**src/rtl/serial_responder.sv**
```systemverilog
// Responder end of the 3-wire serial link: command decode plus burst read/write of a register bank.
// Optional macro SERIAL_RESPONDER_AUTOINC_EN: advance the address after every data word.
module serial_responder #(
    parameter int   BITS                 = 8,
    parameter int   NUM_REGS             = 16,
    parameter logic LOWBIT_FIRST         = 1'b1,
    parameter logic SERIAL_DATA_INACTIVE = 1'b1,
    parameter logic SELECT_ACTIVE        = 1'b1
) (
    input  logic                         serial_clk,
    input  logic                         in_rst,
    input  logic                         in_select,
    input  logic                         in_serial,
    output logic                         out_serial,
    output logic [NUM_REGS*BITS-1:0]     out_regs,
    output logic                         out_wr_strobe,
    output logic [$clog2(NUM_REGS)-1:0]  out_wr_addr,
    output logic                         out_busy
);

    localparam int CW  = $clog2(BITS) + 1;
    localparam int IW  = $clog2(BITS);
    localparam int AW  = BITS - 1;
    localparam int WAW = $clog2(NUM_REGS);

    localparam logic [CW-1:0] CNT_LAST   = CW'(BITS - 1);
    localparam logic [AW:0]   NUM_REGS_X = (AW + 1)'(NUM_REGS);

    typedef enum logic [1:0] {
        ST_IDLE  = 2'd0,
        ST_CMD   = 2'd1,
        ST_WRITE = 2'd2,
        ST_READ  = 2'd3
    } state_t;

    state_t           r_state;
    logic [CW-1:0]    r_cnt;
    logic [BITS-1:0]  r_rx;
    logic [BITS-1:0]  r_tx;
    logic [AW-1:0]    r_addr;
    logic [BITS-1:0]  r_bank [NUM_REGS];
    logic             r_wr_strobe;
    logic [WAW-1:0]   r_wr_addr;
    logic             r_busy;
    logic             r_out;

    logic [IW-1:0]    w_idx;
    logic [BITS-1:0]  w_rx_next;
    logic             w_sel;
    logic             w_last;
    logic [AW-1:0]    w_cmd_addr;
    logic [AW-1:0]    w_addr_next;
    logic [BITS-1:0]  w_cmd_rd;
    logic [BITS-1:0]  w_next_rd;

    function automatic logic [IW-1:0] wire_idx(input logic [IW-1:0] cnt);
        if (LOWBIT_FIRST) begin
            return cnt;
        end else begin
            return IW'(BITS - 1) - cnt;
        end
    endfunction

    function automatic logic addr_in_range(input logic [AW-1:0] a);
        return ({1'b0, a} < NUM_REGS_X);
    endfunction

    // Out-of-range addresses never wrap back into the bank.
    function automatic logic [AW-1:0] addr_advance(input logic [AW-1:0] a);
`ifdef SERIAL_RESPONDER_AUTOINC_EN
        if (!addr_in_range(a)) begin
            return a;
        end else if (a == AW'(NUM_REGS - 1)) begin
            return {AW{1'b0}};
        end else begin
            return a + AW'(1);
        end
`else
        return a;
`endif
    endfunction

    // Next receive word, decoded command address and bank read ports.
    always_comb begin
        w_sel       = (in_select == SELECT_ACTIVE);
        w_last      = (r_cnt == CNT_LAST);
        w_idx       = wire_idx(r_cnt[IW-1:0]);
        w_rx_next   = r_rx;
        w_rx_next[w_idx] = in_serial;
        w_cmd_addr  = w_rx_next[BITS-2:0];
        w_addr_next = addr_advance(r_addr);
        if (addr_in_range(w_cmd_addr)) begin
            w_cmd_rd = r_bank[w_cmd_addr[WAW-1:0]];
        end else begin
            w_cmd_rd = {BITS{1'b0}};
        end
        if (addr_in_range(w_addr_next)) begin
            w_next_rd = r_bank[w_addr_next[WAW-1:0]];
        end else begin
            w_next_rd = {BITS{1'b0}};
        end
    end

    // Rising-edge state machine: sampling, counters, address and bank writes.
    always_ff @(posedge serial_clk or posedge in_rst) begin
        if (in_rst) begin
            r_state     <= ST_IDLE;
            r_cnt       <= {CW{1'b0}};
            r_rx        <= {BITS{1'b0}};
            r_tx        <= {BITS{1'b0}};
            r_addr      <= {AW{1'b0}};
            r_wr_strobe <= 1'b0;
            r_wr_addr   <= {WAW{1'b0}};
            r_busy      <= 1'b0;
            for (int i = 0; i < NUM_REGS; i++) begin
                r_bank[i] <= {BITS{1'b0}};
            end
        end else begin
            r_wr_strobe <= 1'b0;
            if (!w_sel) begin
                // Deselect drops any partial word without touching the bank.
                r_state <= ST_IDLE;
                r_cnt   <= {CW{1'b0}};
                r_busy  <= 1'b0;
            end else begin
                case (r_state)
                    ST_IDLE: begin
                        r_rx    <= w_rx_next;
                        r_cnt   <= CW'(1);
                        r_state <= ST_CMD;
                        r_busy  <= 1'b1;
                    end
                    ST_CMD: begin
                        r_rx <= w_rx_next;
                        if (w_last) begin
                            r_cnt  <= {CW{1'b0}};
                            r_addr <= w_cmd_addr;
                            if (w_rx_next[BITS-1]) begin
                                r_state <= ST_READ;
                                r_tx    <= w_cmd_rd;
                            end else begin
                                r_state <= ST_WRITE;
                            end
                        end else begin
                            r_cnt <= r_cnt + CW'(1);
                        end
                    end
                    ST_WRITE: begin
                        r_rx <= w_rx_next;
                        if (w_last) begin
                            r_cnt  <= {CW{1'b0}};
                            r_addr <= w_addr_next;
                            if (addr_in_range(r_addr)) begin
                                r_bank[r_addr[WAW-1:0]] <= w_rx_next;
                                r_wr_addr   <= r_addr[WAW-1:0];
                                r_wr_strobe <= 1'b1;
                            end else begin
                                r_wr_strobe <= 1'b0;
                            end
                        end else begin
                            r_cnt <= r_cnt + CW'(1);
                        end
                    end
                    ST_READ: begin
                        if (w_last) begin
                            r_cnt  <= {CW{1'b0}};
                            r_addr <= w_addr_next;
                            r_tx   <= w_next_rd;
                        end else begin
                            r_cnt <= r_cnt + CW'(1);
                        end
                    end
                    default: begin
                        r_state <= ST_IDLE;
                        r_cnt   <= {CW{1'b0}};
                        r_busy  <= 1'b0;
                    end
                endcase
            end
        end
    end

    // Falling-edge launch so each read bit is stable at the initiator's sampling edge.
    always_ff @(negedge serial_clk or posedge in_rst) begin
        if (in_rst) begin
            r_out <= SERIAL_DATA_INACTIVE;
        end else if (r_state == ST_READ) begin
            r_out <= r_tx[w_idx];
        end else begin
            r_out <= SERIAL_DATA_INACTIVE;
        end
    end

    // Flatten the bank onto the output bus.
    always_comb begin
        out_regs = {(NUM_REGS * BITS){1'b0}};
        for (int i = 0; i < NUM_REGS; i++) begin
            out_regs[i*BITS +: BITS] = r_bank[i];
        end
    end

    assign out_serial    = r_out;
    assign out_wr_strobe = r_wr_strobe;
    assign out_wr_addr   = r_wr_addr;
    assign out_busy      = r_busy;

endmodule
```
**config.mk**
```make
export PLATFORM = sky130hd
export DESIGN_NAME = serial_responder
export DESIGN_NICKNAME = d
export VERILOG_FILES = /design/src/rtl/serial_responder.sv
export SDC_FILE = /design/constraint.sdc
export NUM_CORES = 1
export LEC_CHECK = 0
export CORE_MARGIN = 3
export CORE_UTILIZATION = 56
export CTS_BUF_LIST = sky130_fd_sc_hd__clkbuf_4
export DETAILED_ROUTE_END_ITERATION = 16
export PLACE_DENSITY = 0.79
export RECOVER_POWER = 25
export SYNTH_ARGS = -nofsm -noshare
export SYNTH_HDL_FRONTEND = slang
export SYNTH_SLANG_ARGS = --single-unit
```
**constraint.sdc**
```tcl
create_clock -name serial_clk -period 6.8 [get_ports serial_clk]
set_input_delay 1.36 -clock serial_clk [delete_from_list [all_inputs] [get_ports serial_clk]]
set_output_delay 1.36 -clock serial_clk [all_outputs]
set_load 0.01 [all_outputs]
```
# Word level (Yosys, flattened, before mapping)
# Index checks and enable logic that the tools add are counted.
# totals
ram_bits	0
word_cells	90
inputBits	4
ff_bits	164
rom_bits	0
memories	0
latchBits	0
# op_classes
magnitude_cmp	7
n_shift	0
n_eq_ne	10
n_reduce_logical	11
add_sub_neg	1
n_bitwise	2
mul	0
n_mux	34
div_mod_pow	0
# op_table
op	count
bitwise mux 128 bit	1
two-way mux 8 bit	10
binary-select mux 8 bit (select 4 bit)	2
demux 8 bit (select 4 bit)	1
case mux 8 bit (2 select lines)	1
< comparator 7 x 5 -> 1 bit (second input constant)	2
greater-or-equal comparator 5 bit (second input constant)	2
two-way mux 1 bit	10
inverter 4 -> 5 bit	2
bitwise mux 8 bit	1
two-way mux 4 bit	2
case mux 4 bit (2 select lines)	1
inequality test 2 bit (second input constant)	3
OR reduction 3 bit	2
< comparator 5 x 1 -> 1 bit (second input constant)	1
AND reduction 5 bit	1
adder 4 x 1 -> 4 bit (second input constant)	1
== test 2 bit (second input constant)	2
== test 4 x 3 -> 1 bit (second input constant)	1
< comparator 3 x 4 -> 1 bit (second input constant)	1
two-way mux 2 bit	2
case mux 2 bit (2 select lines)	1
AND reduction 2 bit	2
AND reduction 4 bit	1
11 further kinds	12

# Longest topological paths before layout
# depth
depth_word	13
mapped_depth	10
ltp_nobuf	8

==> metrics.txt <==
status complete, but fails checks; violated checks capacitance limit, slew limit; crit path capture type output port; CP bufs+invs 1; Slowest-stage cell, CP dfstp_2; yosys warns 0; die area 16900 µm²; crit path launch type flip-flop; EDFF count, synth 0; largest net degree at the start of global routing 164; GRT Resource Usage Total 34.4%; Post-DP Area 10000 µm²; row count 44; PortBufs 138; Post-Syn Area 8590 µm²; Crit path required time 5.44 ns; crit-path max FO 1; CP max stage delay 0.53 ns; ys flop type dfrtp_1; clock sinks 164; Worst EP arrival 5.01 ns; First-pass DRT Iterations 5; top cell family by delay on the critical path flip-flops; total power 1.94 mW; post-CTS sizing 0; routing usage on met3 10.2%; critical path cell sequence clkdlybuf4s50_1; CTS Hold Bufs 0; async set-or-reset flop fraction in the synthesized netlist 100%; Placeable Area 14800 µm²; Mapped Cells 912; Die W 130 µm; Final setup viols 0; MaxCap Viol Count 1; vias per cell 6.51; fin. max-slew vios 164; top area cells in the synthesized netlist dfrtp_1 (47%), nand2_1 (10%), mux4_2 (8.7%); P_leak 4.15 nW; initial core utilization 58.2%; # Post-CTS Setup Buffers 0; routability cong. 0.973; post-synth top area share 47.5%; CTS tree yes; remaining global-route overflow 0; fillcell total 1133; Worst-path clk slew 0.13 ns; Post-DRT Antenna Nets 0; later-pin clock latency in the skew report 0.58 ns; vias in the first global route 7319; io pins 139; antenna violations before repair 1; routed wire length 28500 µm; total clock buffers created by CTS 17; drt wl/cell 23.6 µm; routed vias 7876; Crit Path Class flip-flop to output port; hpwl dp 20100 µm; area leader, netlist dfrtp_1; setup TNS 0 ns; hold_ws 0.506 ns; CTS max path bufs 2; Setup Skew 0.0260 ns; initial DRC count 858; post-route DRC violation count 0; synthesized net count 917; grt met2 use 50.4%; Max IR drop VDD 0.121 mV; final instance area 10300 µm²; Nets 1016; RSZ-0062 raised after global routing no; synth cell count leaders nand2_1 (232), dfrtp_1 (163), o21ai_0 (127), nor2_1 (54), clkbuf_1 (44); met1 usage 49.8%; Slew headroom -164%; Cell variety after synth 58; H-tree lvl count 4; PwrDens 188 nW/µm²; first-pass GRT wire length 43600 µm; synthesis-stage register bit count 164; final hold vios 0; busiest grt layer met2; P&R area growth vs syn 20.1%; layout cell share with drive strength beyond 1 8.79%; Die Y 130 µm; Synth Area per Inst 9.42 µm²; most common cell in the netlist nand2_1; CTS Root Cell clkbuf_4; Hold Path Class flip-flop to flip-flop; sequential fraction of the synthesis area 47.8%; fin util 69.9%; Worst Tran Pin Value 3.95 ns
## worst reg2reg max path, delay by kind of cell (launching register included)
family           cells  cell delay, ns
AO/OA/AOI/OAI        2            0.38
flip-flops           1            0.83
AND/OR/NAND/NOR      2            0.67
## metal layers
metal / part of all wire, % / wire length, µm / vias up
li1: - / - / 3458
met1: 40 / 11500 / 3839
met2: 45 / 13000 / 498
met3: 11 / 3210 / 81
met4: 3.1 / 891 / 0
met5: 0 / 0 / -
## power breakdown
group / internal (mW) / switching, mW / total, mW
logic: 0.0844 / 0.222 / 0.306
clock network: 0.258 / 0.368 / 0.627
registers: 0.986 / 0.0204 / 1.01
total: 1.33 / 0.610 / 1.94
## path summary, 6_finish.rpt
check	depth (start not counted)	slack, ns	endpoint	startpoint
worst min register to register	2	0.51	out_wr_addr[3]$_DFFE_PP0P_	out_wr_addr[3]$_DFFE_PP0P_
min in group asynchronous	3	2.87	out_regs[96]$_DFFE_PP0P_	in_rst
max in group asynchronous	3	1.27	r_addr[1]$_DFFE_PP0P_	in_rst
worst max register to register	4	1.41	out_serial$_DFF_NP1_	r_cnt[2]$_DFF_PP0_
worst max-delay path	1	0.43	out_serial	out_serial$_DFF_NP1_
worst min-delay path	2	0.51	out_wr_addr[3]$_DFFE_PP0P_	out_wr_addr[3]$_DFFE_PP0P_
## state kept, by name, summed over array words and instances, names as in the netlist
signal	flops
out_wr_strobe	1
r_addr	7
out_regs	128
r_rx	8
out_busy	1
r_tx	8
out_wr_addr	4
r_cnt	4
r_state	2
out_serial	1
## metrics by stage
| step | worst slack, ns | instances |
|---|---|---|
| after floorplan | 0.466 | 912 |
| after global placement | 1.00 | 1176 |
| after detailed placement | 1.00 | 1176 |
| after CTS | 0.413 | 1208 |
| after global routing | 0.375 | 1209 |
| final | 0.428 | 1209 |
## logic make-up after synthesis
kind of cell / after synthesis / share of synthesized area [%]
AO/OA/AOI/OAI: 228 / 15.7
flip-flops: 164 / 47.8
adder cells (fa/ha/maj): 1 / 0.146
XOR/XNOR: 2 / 0.204
AND/OR/NAND/NOR: 359 / 18.1
buffers and inverters: 79 / 3.98
multiplexers: 79 / 14.1
## cells in the final DEF (no fill, tap or decap), types with 3 or more instances in the layout
cell,count
a21oi_4,3
nand2b_1,3
nand3b_1,3
nand2_1,232
and2_1,3
nor2_1,54
nand3_1,20
dfrtp_1,162
nor3_1,3
and3_1,3
a31oi_1,15
a221oi_1,4
inv_6,4
bufinv_16,3
o31ai_1,10
clkdlybuf4s50_1,136
o21ai_0,127
nand4_1,14
clkinvlp_4,3
a21oi_1,26
a21o_1,3
mux4_2,33
inv_1,7
a32oi_1,9
mux2i_1,41
a211oi_1,8
o21a_1,4
mux2_2,4
o221ai_1,7
clkbuf_4,17
buf_4,12
nor3b_1,5
nor2b_1,8
## area by class of cell
type	count	area (µm²)	area share, %
Antenna cell	1	2.50	0.0243
Clock buffer	17	128	1.24
Clock inverter	16	180	1.75
Inverter	7	27.5	0.267
Multi-Input combinational cell	669	4160	40.4
Sequential cell	164	4110	39.8
Tap cell	184	230	2.23
Timing Repair Buffer	151	1480	14.3
(Power assumes the default switching activity.)
